### src/rtl/mem_port_arbiter.sv
// Round-robin arbiter sharing one main-memory port between the instruction and data cache controllers.
// Optional grant timeout is enabled by defining ARB_TIMEOUT_EN.
module mem_port_arbiter #(
    parameter int ADDR_W  = 32,
    parameter int DATA_W  = 32,
    parameter int TIMEOUT = 64
) (
    input  logic              clk,
    input  logic              reset,
    input  logic              read_mem0,
    input  logic              write_mem0,
    input  logic [ADDR_W-1:0] addr_mem0,
    input  logic [DATA_W-1:0] wdata_mem0,
    output logic [DATA_W-1:0] rdata_mem0,
    output logic              ready_mem0,
    input  logic              read_mem1,
    input  logic              write_mem1,
    input  logic [ADDR_W-1:0] addr_mem1,
    input  logic [DATA_W-1:0] wdata_mem1,
    output logic [DATA_W-1:0] rdata_mem1,
    output logic              ready_mem1,
    output logic              read_mem,
    output logic              write_mem,
    output logic [ADDR_W-1:0] addr_mem,
    output logic [DATA_W-1:0] wdata_mem,
    input  logic [DATA_W-1:0] rdata_mem,
    input  logic              ready_mem,
    output logic [1:0]        grant,
    output logic              timeout_err
);

    typedef enum logic [1:0] {
        IDLE = 2'd0,
        GNT0 = 2'd1,
        GNT1 = 2'd2,
        TURN = 2'd3
    } state_t;

    state_t state_r, state_s;
    logic   last_grant_r, last_grant_s;
    logic   req0_s, req1_s;

    if (TIMEOUT < 1) begin : g_bad_timeout
        $error("TIMEOUT must be at least 1");
    end

    assign req0_s = read_mem0 | write_mem0;
    assign req1_s = read_mem1 | write_mem1;

`ifdef ARB_TIMEOUT_EN
    localparam int CNT_W = $clog2(TIMEOUT + 1);
    logic [CNT_W-1:0] cnt_r, cnt_s;
    logic             timeout_err_r, timeout_hit_s;
`endif

    // Next-state and last-grant decision; last_grant records the port that just released.
    always_comb begin
        state_s      = state_r;
        last_grant_s = last_grant_r;
`ifdef ARB_TIMEOUT_EN
        timeout_hit_s = 1'b0;
`endif
        case (state_r)
            IDLE: begin
                if (req0_s && req1_s) begin
                    state_s = last_grant_r ? GNT0 : GNT1;
                end else if (req0_s) begin
                    state_s = GNT0;
                end else if (req1_s) begin
                    state_s = GNT1;
                end else begin
                    state_s = IDLE;
                end
            end
            GNT0: begin
                if (!req0_s) begin
                    state_s      = TURN;
                    last_grant_s = 1'b0;
`ifdef ARB_TIMEOUT_EN
                end else if (cnt_r == CNT_W'(TIMEOUT - 1)) begin
                    state_s       = TURN;
                    last_grant_s  = 1'b0;
                    timeout_hit_s = 1'b1;
`endif
                end else begin
                    state_s = GNT0;
                end
            end
            GNT1: begin
                if (!req1_s) begin
                    state_s      = TURN;
                    last_grant_s = 1'b1;
`ifdef ARB_TIMEOUT_EN
                end else if (cnt_r == CNT_W'(TIMEOUT - 1)) begin
                    state_s       = TURN;
                    last_grant_s  = 1'b1;
                    timeout_hit_s = 1'b1;
`endif
                end else begin
                    state_s = GNT1;
                end
            end
            TURN: begin
                state_s = IDLE;
            end
            default: begin
                state_s = IDLE;
            end
        endcase
    end

`ifdef ARB_TIMEOUT_EN
    // Hold counter runs only while a grant is kept; anything else restarts it.
    always_comb begin
        if ((state_r == GNT0 || state_r == GNT1) && state_s == state_r) begin
            cnt_s = cnt_r + CNT_W'(1);
        end else begin
            cnt_s = '0;
        end
    end
`endif

    // State, fairness and timeout registers.
    always_ff @(posedge clk or negedge reset) begin
        if (!reset) begin
            state_r      <= IDLE;
            last_grant_r <= 1'b1;
`ifdef ARB_TIMEOUT_EN
            cnt_r         <= '0;
            timeout_err_r <= 1'b0;
`endif
        end else begin
            state_r      <= state_s;
            last_grant_r <= last_grant_s;
`ifdef ARB_TIMEOUT_EN
            cnt_r         <= cnt_s;
            timeout_err_r <= timeout_hit_s;
`endif
        end
    end

`ifdef ARB_TIMEOUT_EN
    assign timeout_err = timeout_err_r;
`else
    assign timeout_err = 1'b0;
`endif

    // Pass-through mux; write wins over read when an owner raises both strobes.
    always_comb begin
        read_mem   = 1'b0;
        write_mem  = 1'b0;
        addr_mem   = '0;
        wdata_mem  = '0;
        rdata_mem0 = '0;
        rdata_mem1 = '0;
        ready_mem0 = 1'b0;
        ready_mem1 = 1'b0;
        grant      = 2'b00;
        case (state_r)
            GNT0: begin
                read_mem   = read_mem0 & ~write_mem0;
                write_mem  = write_mem0;
                addr_mem   = addr_mem0;
                wdata_mem  = wdata_mem0;
                rdata_mem0 = rdata_mem;
                ready_mem0 = ready_mem;
                grant      = 2'b01;
            end
            GNT1: begin
                read_mem   = read_mem1 & ~write_mem1;
                write_mem  = write_mem1;
                addr_mem   = addr_mem1;
                wdata_mem  = wdata_mem1;
                rdata_mem1 = rdata_mem;
                ready_mem1 = ready_mem;
                grant      = 2'b10;
            end
            default: begin
                grant = 2'b00;
            end
        endcase
    end

endmodule
### config.mk
export PLATFORM = sky130hd
export DESIGN_NAME = mem_port_arbiter
export DESIGN_NICKNAME = d
export VERILOG_FILES = /design/src/rtl/mem_port_arbiter.sv
export SDC_FILE = /design/constraint.sdc
export NUM_CORES = 1
export LEC_CHECK = 0
export BUFFER_PORTS_ARGS = -buffer_cell sky130_fd_sc_hd__buf_4
export CORE_AREA = 5 5 114 116
export CTS_BUF_LIST = sky130_fd_sc_hd__clkbuf_8
export CTS_CLUSTER_SIZE = 25
export DETAILED_ROUTE_END_ITERATION = 16
export DIE_AREA = 0 0 119 121
export RECOVER_POWER = 25
export SYNTH_ARGS = -nofsm -noshare
export SYNTH_HDL_FRONTEND = slang
export SYNTH_SLANG_ARGS = --single-unit
### constraint.sdc
create_clock -name clk -period 2.3 [get_ports clk]
set_clock_uncertainty 0.1 [all_clocks]
set_input_delay 0.23 -clock clk [delete_from_list [all_inputs] [get_ports clk]]
set_output_delay 0.23 -clock clk [all_outputs]
set_load 0.05 [all_outputs]
=== Word level (Yosys, flattened, before mapping) ===
Index checks and enable logic that the tools add are counted.

* Mux-type cells: 19
* Bitwise gates (word level): 6
* Equal/unequal tests: 5
* Reduce and logical (&&, ||, !) cells: 4

{| class="wikitable"
|+ Operator list
! cell !! count
|-
| $pmux 32 s2 || 2
|-
| $mux 32 || 2
|-
| $mux 2 || 5
|-
| $pmux 2 s4 || 1
|-
| $pmux 1 s2 || 3
|-
| $mux 1 || 5
|-
| $eq 2x2->1 const B || 2
|-
| $ne 2x2->1 const B || 2
|-
| $pmux 2 s2 || 1
|-
| $reduce_and 3->1 || 1
|-
| $and 1x1->1 || 2
|-
| $eq 2x1->1 const B || 1
|-
| $logic_not 2->1 || 1
|-
| $not 1->1 || 2
|-
| $or 1x1->1 || 2
|-
| $reduce_bool 2->1 || 1
|-
| $logic_and 1x1->1 || 1
|}

* Input port bits: 167
* Logic and storage cells: 36
* Register bits after elaboration: 3

=== Longest topological paths before layout ===
Gate-level depths: netlist (run 1).

* Word-level depth: 5
* Gate-level depth with buffers: 6

=== Worst setup path after synthesis (run 1) ===
No wires, ideal clock.

* Path type: flip-flop to output port
* Start point: reg state_r[1]
* End point: out read_mem
* Path buffers: 0
* Path slack: -0.321 ns
* Data arrival time: 2.291 ns
* Data required time: 1.970 ns
* Stages on the path, launching flop included: 5
* Cell sequence: dfrtp_1 inv_1 ha_1 nand3b_1 a21boi_0

* Word-level cells in the longest chain between the ends: 2
* Elaborated cells between the ends (all ways): 3
* Classes of those cells: 2 x eq/ne; 1 x mux

{| class="wikitable"
|+ RTL lines
! element !! RTL line !! RTL
|-
| from (decl) || 39 || <nowiki>state_t state_r, state_s;</nowiki>
|-
| from (signal assigned) || 133 || <nowiki>state_r <= state_s;</nowiki>
|-
| $eq 2x2->1 / $eq 2x1->1 (equally long branches) || 159 || <nowiki>case (state_r)</nowiki>
|-
| $pmux 1 s2 (*) || 159 ||
|-
| to (decl) || 22 || <nowiki>output logic read_mem,</nowiki>
|}

Every way passes the cells marked *; elsewhere a longest branch is shown, timed or not.

=== Worst setup path in the final report (run 1) ===
* Start point: reg state_r[0]
* End point: out addr_mem[3]

* Word-level cells in the longest chain between the ends: 2
* Elaborated cells between the ends (all ways): 3
* Classes of those cells: 2 x eq/ne; 1 x mux

{| class="wikitable"
|+ RTL lines
! element !! RTL line !! RTL
|-
| $eq 2x2->1 / $eq 2x1->1 (equally long branches) || 159 ||
|-
| $pmux 32 s2 (*) || 159 ||
|-
| to (decl) || 24 || <nowiki>output logic [ADDR_W-1:0] addr_mem,</nowiki>
|}

Marked as above.

==> out/metrics.json, run 1 <==
{
  "result_of_the_run": "finished, final reports clean",
  "grt_met1_usage_pct": 14.7,
  "r2r_path_end": "last_grant_r",
  "layout_worst_path_cycle_share_pct": 93.1,
  "place_worst_setup_slack_ns": 0.293,
  "drt-wirelength-per-cell_um": 15.0,
  "postLayoutSetupSlackWorst_ns": 0.158,
  "cts.root.buffer_cell": "sky130_fd_sc_hd__clkbuf_8",
  "hold_violations": 0,
  "synth_warnings": 0,
  "synthesis.instances": 258,
  "initial_core_util_pct": 14.5,
  "regToRegSetupSlack_ns": 0.48,
  "mappedNetlistNets": 430,
  "filler_cell_count": 1272,
  "dieWidth_um": 119,
  "critPathLaunchType": "flip-flop",
  "vias": 2975,
  "detailed_place_hpwl_um": 8670,
  "cap_viol_max_count": 0,
  "final-max-slew-violation-count": 0,
  "maxClockFrequency_ghz": 0.467,
  "cts.htree.levels": 1,
  "power.ir.vdd_worst_v": 0.000983,
  "totalPowerFinal_uw": 6930,
  "number_of_antenna_violations_at_the_first_check_in_global_routing": 0,
  "layout-area-overhead-vs-synth_pct": 139,
  "final_antenna_net_count": 0,
  "worstReg2RegStart": "state_r[0]",
  "tritoncts_buffer_count": 3,
  "gr-max-usage-layer": "met2",
  "die-area_mm2": 0.0144,
  "viasPerCell": 4.34,
  "cp_max_fo": 47,
  "wp_data_required_ns": 1.97,
  "proportion_of_layout_cells_with_a_drive_suffix_above_1_pct": 57.9,
  "vias_in_the_first_global_route": 2961,
  "nNetsFinal": 712,
  "layout.cells.most_common": "sky130_fd_sc_hd__buf_4",
  "min_delay_path_depth": 3,
  "power.static_leakage_uw": 0.00208,
  "clock_sinks": 3,
  "floorplan.io_pins": 302,
  "worst_setup_hold_path_clk_slew_ns": 0.03,
  "fp.coreArea_mm2": 0.0118,
  "drt_pre_antenna_iters": 5,
  "yosysUniqueCellTypes": 24,
  "grt_first_pass_wirelength_um": 15300,
  "met2_usage_pct": 23.1,
  "crit_start": "state_r[0]",
  "track_usage_pct": 12.6,
  "cp_data_arrival_time_ns": 1.81,
  "fin_tns_setup_ns": 0,
  "route.final.wire_length_um": 10300,
  "worstSetupEndpoint": "addr_mem[3]",
  "timing_worst_setup_path_type": "flip-flop to primary output",
  "ctsLongestPathBuffers": 2,
  "depth_of_the_worst_register_to_register_path": 6,
  "stdcell_count": 686,
  "rsz_0062_raised_after_global_routing": "no",
  "worst_setup_path_end_kind": "primary output",
  "power.density_cell_area_mw_per_mm2": 1690,
  "worst_skew_pair.late_latency_ns": 0.21,
  "post_synth_instance_area_mm2": 0.00172,
  "min_period_ns": 2.14,
  "synth_area_per_cell_um2": 6.66,
  "grt_overflow": 0,
  "n_antenna_cell": 0,
  "drc_errors": 0,
  "tritoncts": "built",
  "mostFrequentLayoutCells": "sky130_fd_sc_hd__buf_4 (276), sky130_fd_sc_hd__and2_1 (66), sky130_fd_sc_hd__a22oi_1 (65), sky130_fd_sc_hd__nor2b_1 (65), sky130_fd_sc_hd__clkbuf_2 (25)",
  "numPlacedInstances": 681,
  "worstHoldPathType": "input pin to flip-flop",
  "grt_max_degree": 60,
  "worst_pin_slew_ns": 0.642,
  "postSynthRegisterBits": 3,
  "met3_usage_pct": 3.68,
  "placementRows": 40,
  "report.final.setup_viol": 0,
  "dr.first_iter.drc_count": 139,
  "slew_headroom_pct": 57.4,
  "routabilityCongestion": 0.824,
  "io_buffer_count": 300,
  "ys_seq_area_share_pct": 4.44,
  "die_h_um": 121
}
==> Yosys cell counts <==
master	instances	share of area (%)
sky130_fd_sc_hd__buf_1	3	0.66
sky130_fd_sc_hd__nand3b_1	2	0.87
sky130_fd_sc_hd__dfstp_2	1	1.5
sky130_fd_sc_hd__buf_2	9	2.6
sky130_fd_sc_hd__ha_1	5	3.6
sky130_fd_sc_hd__a21boi_0	1	0.44
sky130_fd_sc_hd__nor2b_1	65	24
sky130_fd_sc_hd__dfrtp_1	2	2.9
sky130_fd_sc_hd__or4b_1	1	0.58
sky130_fd_sc_hd__nor2_1	3	0.66
sky130_fd_sc_hd__inv_1	2	0.44
sky130_fd_sc_hd__or2_2	1	0.36
sky130_fd_sc_hd__clkbuf_1	17	3.7
sky130_fd_sc_hd__a211oi_1	1	0.44
sky130_fd_sc_hd__o21ai_0	4	1.2
sky130_fd_sc_hd__a22oi_1	65	28
sky130_fd_sc_hd__and2_1	66	24
sky130_fd_sc_hd__nor3b_1	1	0.44
sky130_fd_sc_hd__buf_4	2	0.87
sky130_fd_sc_hd__a21oi_1	3	0.87
sky130_fd_sc_hd__o221ai_1	1	0.51
sky130_fd_sc_hd__conb_1	1	0.22
sky130_fd_sc_hd__nor4_1	1	0.36
sky130_fd_sc_hd__and4b_1	1	0.58
==> where the power goes <==
part           switching, µW  internal (µW)
Clock                   35.1            114
Combinational           4520           2140
Sequential              29.7           87.2
Total                   4580           2340
==> cell families after synthesis <==
group	after synthesis	share of synthesized area (%)
simple gates	141	51.6
compound gates	75	31.8
buf+inv	33	8.30
fa+ha+maj	5	3.64
flops	3	4.44
other cells	1	0.218
==> sequential cells by signal, indices dropped and copies added, names as in the netlist <==
name / flops
state_r: 2
last_grant_r: 1
==> worst min-delay path by stage <==
stage,slack [ns],start,end
after global placement,-0.07,reset,state_r[1]
after CTS,0.26,write_mem0,state_r[0]
after global routing,0.28,write_mem0,state_r[0]
after floorplan,-0.17,reset,state_r[0]
final,0.26,write_mem0,state_r[0]
after detailed placement,-0.07,reset,state_r[1]
==> metal layers <==
metal | vias to the layer above | share of wire, %
met4 | 0 | 0.83
met2 | 160 | 52
met3 | 6 | 8.6
met5 | - | 0
met1 | 1352 | 39
li1 | 1457 | -
==> layout make-up <==
class | count | area [µm²] | share of cell area [%]
timing repair buffer | 308 | 2280 | 55.5
multi-input combinational | 222 | 1510 | 36.9
tap | 147 | 184 | 4.48
sequential | 3 | 76.3 | 1.86
clock buffer | 3 | 41.3 | 1.01
clock inverter | 1 | 3.75 | 0.0915
inverter | 2 | 7.51 | 0.183
==> critical path, cell delays in order (launching register included) <==
cell and delay, ns:
sky130_fd_sc_hd__dfrtp_1 0.39, sky130_fd_sc_hd__inv_1 0.16, sky130_fd_sc_hd__ha_4 0.28, sky130_fd_sc_hd__buf_12 0.24, sky130_fd_sc_hd__a22oi_1 0.12, sky130_fd_sc_hd__nor2b_1 0.14
sky130_fd_sc_hd__buf_4 0.22
==> stage by stage <==
step | utilization [%] | instance area, µm² | hold slack [ns]
2_1_floorplan | - | 1720 | -0.166
3_3_place_gp | 34.8 | 4110 | -0.0712
3_5_place_dp | 34.8 | 4110 | -0.0733
4_1_cts | 35.3 | 4170 | 0.263
5_1_grt | 34.7 | 4100 | 0.280
6_report | 34.7 | 4100 | 0.264
==> timing repair <==
| action | CTS | global route |
|---|---|---|
| setup endpoints to repair | 0 | 37 |
| buffers inserted | 0 | 0 |
| hold endpoints to repair | 3 | 0 |
| gates resized for setup | 0 | 2 |
| hold buffers | 1 | 0 |
(Power assumes the default switching activity.)
==> run 2, diff against run 1 <==
ABC_AREA = 1   (was unset)
SETUP_SLACK_MARGIN = 0.2   (was unset)
==> out/metrics.json, run 2 <==
{
  "result_of_the_run": "finished, final reports clean",
  "route.top_layer_used": "met4",
  "worstReg2RegStart": "state_r[0]",
  "synthFlopType": "sky130_fd_sc_hd__dfrtp_1",
  "io_buffer_count": 300,
  "depth_of_the_worst_register_to_register_path": 8,
  "cap_viol_max_count": 0,
  "die-area_mm2": 0.0144,
  "grt_first_pass_wirelength_um": 15500,
  "wl_met1_um": 4260,
  "final-max-slew-violation-count": 0,
  "min_period_ns": 2.09,
  "grt_max_degree": 58,
  "floorplan.io_pins": 302,
  "vias": 3259,
  "vias_in_the_first_global_route": 3047,
  "wl_met2_um": 5810,
  "initial_core_util_pct": 14.8,
  "drt_pre_antenna_iters": 4,
  "critPathLaunchType": "flip-flop",
  "routabilityCongestion": 0.809,
  "worst_hold_slack_ns": 0.288,
  "synth-edff-count": 0,
  "mostFrequentLayoutCells": "sky130_fd_sc_hd__buf_4 (274), sky130_fd_sc_hd__nand2_1 (208), sky130_fd_sc_hd__a21oi_1 (55)",
  "nNetsFinal": 854,
  "cts.htree.levels": 1,
  "fp.coreArea_mm2": 0.0118,
  "filler_cell_count": 1328,
  "detailed_place_hpwl_um": 8800,
  "postSynthRegisterBits": 3,
  "layout_worst_path_cycle_share_pct": 90.8,
  "timing_worst_setup_path_type": "flip-flop to primary output",
  "dieWidth_um": 119,
  "worst_setup_hold_path_clk_slew_ns": 0.03,
  "dr.first_iter.drc_count": 114,
  "slew_headroom_pct": 57.2,
  "clock_sinks": 3,
  "grt_overflow": 0,
  "mappedNetlistNets": 569,
  "regMostFlops": "state_r",
  "power.static_leakage_uw": 0.00257,
  "tritoncts": "built",
  "regToRegSetupSlack_ns": 0.88,
  "yosysUniqueCellTypes": 16,
  "place_worst_setup_slack_ns": 0.350,
  "viasPerCell": 3.94,
  "power.density_cell_area_mw_per_mm2": 1500,
  "worst_pin_slew_ns": 0.645,
  "synth_area_per_cell_um2": 4.42,
  "n_antenna_cell": 0,
  "final_antenna_net_count": 0,
  "fin_tns_setup_ns": 0,
  "worstHoldPathType": "input pin to asynchronous set/reset pin",
  "cp_data_arrival_time_ns": 1.76,
  "drc_errors": 0,
  "rsz_0062_raised_after_global_routing": "yes",
  "cp_max_fo": 57,
  "power.ir.vdd_worst_v": 0.000531,
  "synth_commonest_cells": "sky130_fd_sc_hd__nand2_1 (208), sky130_fd_sc_hd__a21oi_1 (67), sky130_fd_sc_hd__inv_1 (53)",
  "post_synth_instance_area_mm2": 0.00175,
  "placementRows": 40,
  "route.final.wire_length_um": 10800,
  "worst_setup_path_end_kind": "primary output",
  "layout-area-overhead-vs-synth_pct": 140,
  "detailroute.wirelength.met3_um": 708,
  "post-synth-top-area-cell": "sky130_fd_sc_hd__nand2_1",
  "report.final.setup_viol": 0,
  "maxClockFrequency_ghz": 0.479,
  "proportion_of_layout_cells_with_a_drive_suffix_above_1_pct": 48.8,
  "synth_largest_type_area_fraction_pct": 44.5,
  "number_of_flip_flops_under_the_largest_register_name": 2,
  "synth_warnings": 0,
  "proportion_of_synthesized_flip_flops_having_asynchronous_set_or_reset_pct": 100,
  "largest_registers": "state_r x2, last_grant_r x1",
  "area_of_combinational_cells_with_multiple_inputs_mm2": 0.00128,
  "ctsLongestPathBuffers": 2,
  "ff_latch_area_um2": 76.3,
  "worst_skew_pair.late_latency_ns": 0.21,
  "number_of_antenna_violations_at_the_first_check_in_global_routing": 0,
  "synthesis.instances": 397,
  "layout.cells.most_common": "sky130_fd_sc_hd__buf_4",
  "final_design_area_no_fill_mm2": 0.00421,
  "cts.root.buffer_cell": "sky130_fd_sc_hd__clkbuf_8",
  "wp_data_required_ns": 1.97,
  "tritoncts_buffer_count": 3,
  "synth.most_common_cell": "sky130_fd_sc_hd__nand2_1",
  "track_usage_pct": 13.0,
  "drt-wirelength-per-cell_um": 13.0,
  "postLayoutSetupSlackWorst_ns": 0.211,
  "r2r_path_end": "last_grant_r",
  "ys_seq_area_share_pct": 4.35,
  "ys_top_cells_by_area": "sky130_fd_sc_hd__nand2_1 (45%), sky130_fd_sc_hd__a21oi_1 (19%), sky130_fd_sc_hd__inv_1 (11%), sky130_fd_sc_hd__buf_2 (5.1%), sky130_fd_sc_hd__inv_2 (4.5%)",
  "hold_violations": 0,
  "die_h_um": 121,
  "postPlaceCellArea_mm2": 0.00419
}
[run 2: changes by cell type after synthesis, sizes merged, moves of 2 or more]
cell,previous run,this run
nor2b,65,0
a22oi,65,0
nand2,0,208
clkbuf,17,3
buf,14,28
nand3,0,2
and2,66,0
a21oi,3,67
inv,2,74
[run 2: worst max-delay path, cell delays in order, from the launching register on]
cell	delay (ns)
sky130_fd_sc_hd__dfrtp_1	0.39
sky130_fd_sc_hd__inv_1	0.14
sky130_fd_sc_hd__ha_4	0.19
sky130_fd_sc_hd__buf_16	0.23
sky130_fd_sc_hd__nand2_1	0.07
sky130_fd_sc_hd__inv_1	0.05
sky130_fd_sc_hd__clkbuf_1	0.46
[run 2: stage by stage]
| step | total power, µW | utilization [%] | cells |
|---|---|---|---|
| floorplan | 4330 | - | 397 |
| finish | 6330 | 35.7 | 828 |
| global route | 6720 | 35.7 | 828 |
| detailed placement | 6180 | 35.5 | 821 |
| global placement | 6190 | 35.5 | 821 |
| CTS | 6360 | 36.0 | 826 |
[run 2: area by class of cell]
cell class              count  share of cell area (%)
repair buffers            311                    55.7
multi-input cells         289                    30.4
inverters                  74                    6.65
well taps                 147                    4.37
flip-flops and latches      3                    1.81
clock buffers               3                   0.980
clock inverters             1                  0.0891
[run 2: how the worst max path moves through the flow]
stage	startpoint	to	slack (ns)
2_1_floorplan	state_r[0]	addr_mem[0]	0.15
3_3_place_gp	state_r[0]	addr_mem[17]	0.34
3_5_place_dp	state_r[0]	addr_mem[17]	0.35
4_1_cts	state_r[0]	addr_mem[15]	0.20
5_1_grt	state_r[0]	rdata_mem1[3]	0.10
6_report	state_r[1]	rdata_mem0[5]	0.21
[run 2: report_power, final]
group	leakage, µW	switching [µW]	internal (µW)	total, µW
Sequential	0.0000354	19.4	81.8	101
Clock	0.0000269	33.3	113	147
Combinational	0.00251	4370	1710	6080
Total	0.00257	4430	1900	6330
[run 2: cell families (layout without fill, tap and decap cells)]
| group | Yosys count | after routing | share of synthesized area, % |
|---|---|---|---|
| compound gates | 70 | 70 | 20.0 |
| fa+ha+maj | 5 | 5 | 3.57 |
| flops | 3 | 3 | 4.35 |
| simple gates | 213 | 213 | 46.0 |
| buf+inv | 105 | 389 | 25.9 |
| other cells | 1 | 1 | 0.214 |
[run 2: layer usage]
metal / vias up / track usage [%]
met3: 2 / 2.94
met2: 138 / 25.0
li1: 1731 / -
met4: 0 / 0.579
met1: 1388 / 15.2
met5: - / 0
[run 2: what timing repair did]
action	CTS	global route
setup endpoints to repair	19	62
hold buffers	1	0
gates resized for setup	2	4
hold endpoints to repair	3	0
cloned	0	1
buffers inserted	0	1
==> run 3, diff against run 2 <==
CELL_PAD_IN_SITES_DETAIL_PLACEMENT = 0   (was unset)
CELL_PAD_IN_SITES_GLOBAL_PLACEMENT = 1   (was unset)
CORE_AREA = unset   (was 5 5 114 116)
CORE_MARGIN = 5   (was unset)
CORE_UTILIZATION = 15   (was unset)
DIE_AREA = unset   (was 0 0 119 121)
PLACE_DENSITY_LB_ADDON = 0.1   (was unset)
==> out/metrics.json, run 3 (same netlist as run 2, synthesis figures left out) <==
{
  "finish.utilization_pct": 37.3,
  "drt-wirelength-per-cell_um": 13.6,
  "detailed_place_hpwl_um": 9250,
  "timing_worst_setup_path_type": "flip-flop to primary output",
  "clock_sinks": 3,
  "totalPowerFinal_uw": 6370,
  "crit_path_top_delay_cell": "sky130_fd_sc_hd__clkbuf_1",
  "report.final.setup_viol": 0,
  "nNetsFinal": 858,
  "power.density_cell_area_mw_per_mm2": 1490,
  "cp_max_fo": 18,
  "regMostFlops": "state_r",
  "critical_path.top_delay_family": "buffers and inverters",
  "track_usage_pct": 14.4,
  "layout-area-overhead-vs-synth_pct": 143,
  "drc_errors": 0,
  "worst_pin_slew_ns": 0.618,
  "layout_worst_path_cycle_share_pct": 90.3,
  "fp.coreArea_mm2": 0.0114,
  "regToRegSetupSlack_ns": 0.74,
  "fin_tns_setup_ns": 0,
  "grt_max_degree": 38,
  "vias_in_the_first_global_route": 3280,
  "tritoncts": "built",
  "maxClockFrequency_ghz": 0.482,
  "io_buffer_count": 300,
  "wp_data_required_ns": 1.97,
  "result_of_the_run": "finished, final reports clean",
  "critPathMostFrequentCell": "sky130_fd_sc_hd__inv_1",
  "floorplan.io_pins": 302,
  "route.final.wire_length_um": 11200,
  "dr.first_iter.drc_count": 133,
  "final_antenna_net_count": 0,
  "viasPerCell": 4.10,
  "rsz_0062_raised_after_global_routing": "yes",
  "largest_registers": "state_r x2, last_grant_r x1",
  "worst_setup_hold_path_clk_slew_ns": 0.03,
  "crit_chain": "inv_1 > ha_1 > buf_12 > nand2_1 > inv_1 > clkbuf_1",
  "cp_data_arrival_time_ns": 1.75,
  "critPathBufInv": 4,
  "power.static_leakage_uw": 0.00262,
  "grt_overflow": 0,
  "number_of_flip_flops_under_the_largest_register_name": 2,
  "initial_core_util_pct": 15.4,
  "worst_hold_slack_ns": 0.289,
  "grt_first_pass_wirelength_um": 16900,
  "final-max-slew-violation-count": 0,
  "tritoncts_buffer_count": 3,
  "cts.htree.levels": 1,
  "die-area_mm2": 0.0139,
  "number_of_antenna_violations_at_the_first_check_in_global_routing": 0,
  "vias": 3393,
  "numPlacedInstances": 818,
  "max_stage_delay_ns": 0.46,
  "cap_viol_max_count": 0,
  "power.ir.vdd_worst_v": 0.000626,
  "drt_pre_antenna_iters": 4,
  "stdcell_count": 828,
  "mostFrequentLayoutCells": "sky130_fd_sc_hd__buf_4 (280), sky130_fd_sc_hd__nand2_1 (208), sky130_fd_sc_hd__a21oi_1 (56)",
  "layout.cells.most_common": "sky130_fd_sc_hd__buf_4",
  "slew_headroom_pct": 59.0,
  "placementRows": 39,
  "ctsLongestPathBuffers": 2,
  "min_period_ns": 2.08,
  "cts.root.buffer_cell": "sky130_fd_sc_hd__clkbuf_8",
  "hold_violations": 0,
  "worstHoldPathType": "input pin to asynchronous set/reset pin",
  "worst_skew_pair.late_latency_ns": 0.21,
  "dieWidth_um": 118,
  "critPathLaunchType": "flip-flop",
  "filler_cell_count": 1279,
  "n_antenna_cell": 0,
  "routabilityCongestion": 0.757,
  "proportion_of_layout_cells_with_a_drive_suffix_above_1_pct": 49.8,
  "die_h_um": 118,
  "worst_setup_path_end_kind": "primary output"
}
==> run 3: changes by cell type in the layout (fill, tap and decap cells not counted), sizes merged <==
| cell | delta |
|---|---|
| buf | +7 |
| clkbuf | -3 |
==> run 3: power by group <==
group	internal [µW]	switching, µW
registers	81.7	20.6
logic	1770	4350
clock network	114	34.9
==> run 3: layout make-up <==
type	count	area [µm²]	share of cell area [%]
repair buffers	315	2390	56.2
multi-input cells	289	1290	30.2
clock inverters	1	3.75	0.0881
clock buffers	3	41.3	0.969
inverters	74	278	6.52
well taps	143	179	4.20
flip-flops and latches	3	76.3	1.79
==> run 3: worst paths after layout <==
path | start | end | cells past startpoint
max | state_r[0] | rdata_mem1[4] | 6
min | reset | state_r[1] | 2
max reg2reg | state_r[0] | last_grant_r | 8
min in group clk | write_mem1 | last_grant_r | 6
min reg2reg | last_grant_r | last_grant_r | 2
max in group asynchronous | reset | last_grant_r | 2
==> run 3: per-stage QoR <==
| step | instance area (µm²) | setup slack (ns) |
|---|---|---|
| after global placement | 4190 | 0.378 |
| after global routing | 4260 | 0.113 |
| after floorplan | 1790 | 0.147 |
| final | 4260 | 0.224 |
| after detailed placement | 4190 | 0.356 |
| after CTS | 4260 | 0.205 |
==> run 3: per-layer routing <==
metal	GRT usage (%)	wire length (µm)	up-vias
met3	5.77	1080	16
met4	2.94	234	0
met5	0	0	-
li1	-	-	1739
met1	13.5	3660	1477
met2	29.0	6250	161
==> run 3: timing repair <==
action,in CTS,in global routing
hold endpoints to repair,3,0
endpoints found under the setup margin,45,48
gates cloned,0,1
hold buffers,1,0
setup buffers,1,3
resized for setup,2,5
==> run 3: worst register-to-register path, stage by stage (launching register included) <==
cell                      delay (ns)
sky130_fd_sc_hd__dfrtp_1        0.37
sky130_fd_sc_hd__inv_1          0.15
sky130_fd_sc_hd__ha_1           0.28
sky130_fd_sc_hd__buf_4          0.26
sky130_fd_sc_hd__nand2_1        0.10
sky130_fd_sc_hd__nand2_1        0.09
sky130_fd_sc_hd__nand2_1        0.05
sky130_fd_sc_hd__nand2_1        0.05
sky130_fd_sc_hd__nand2_1        0.04
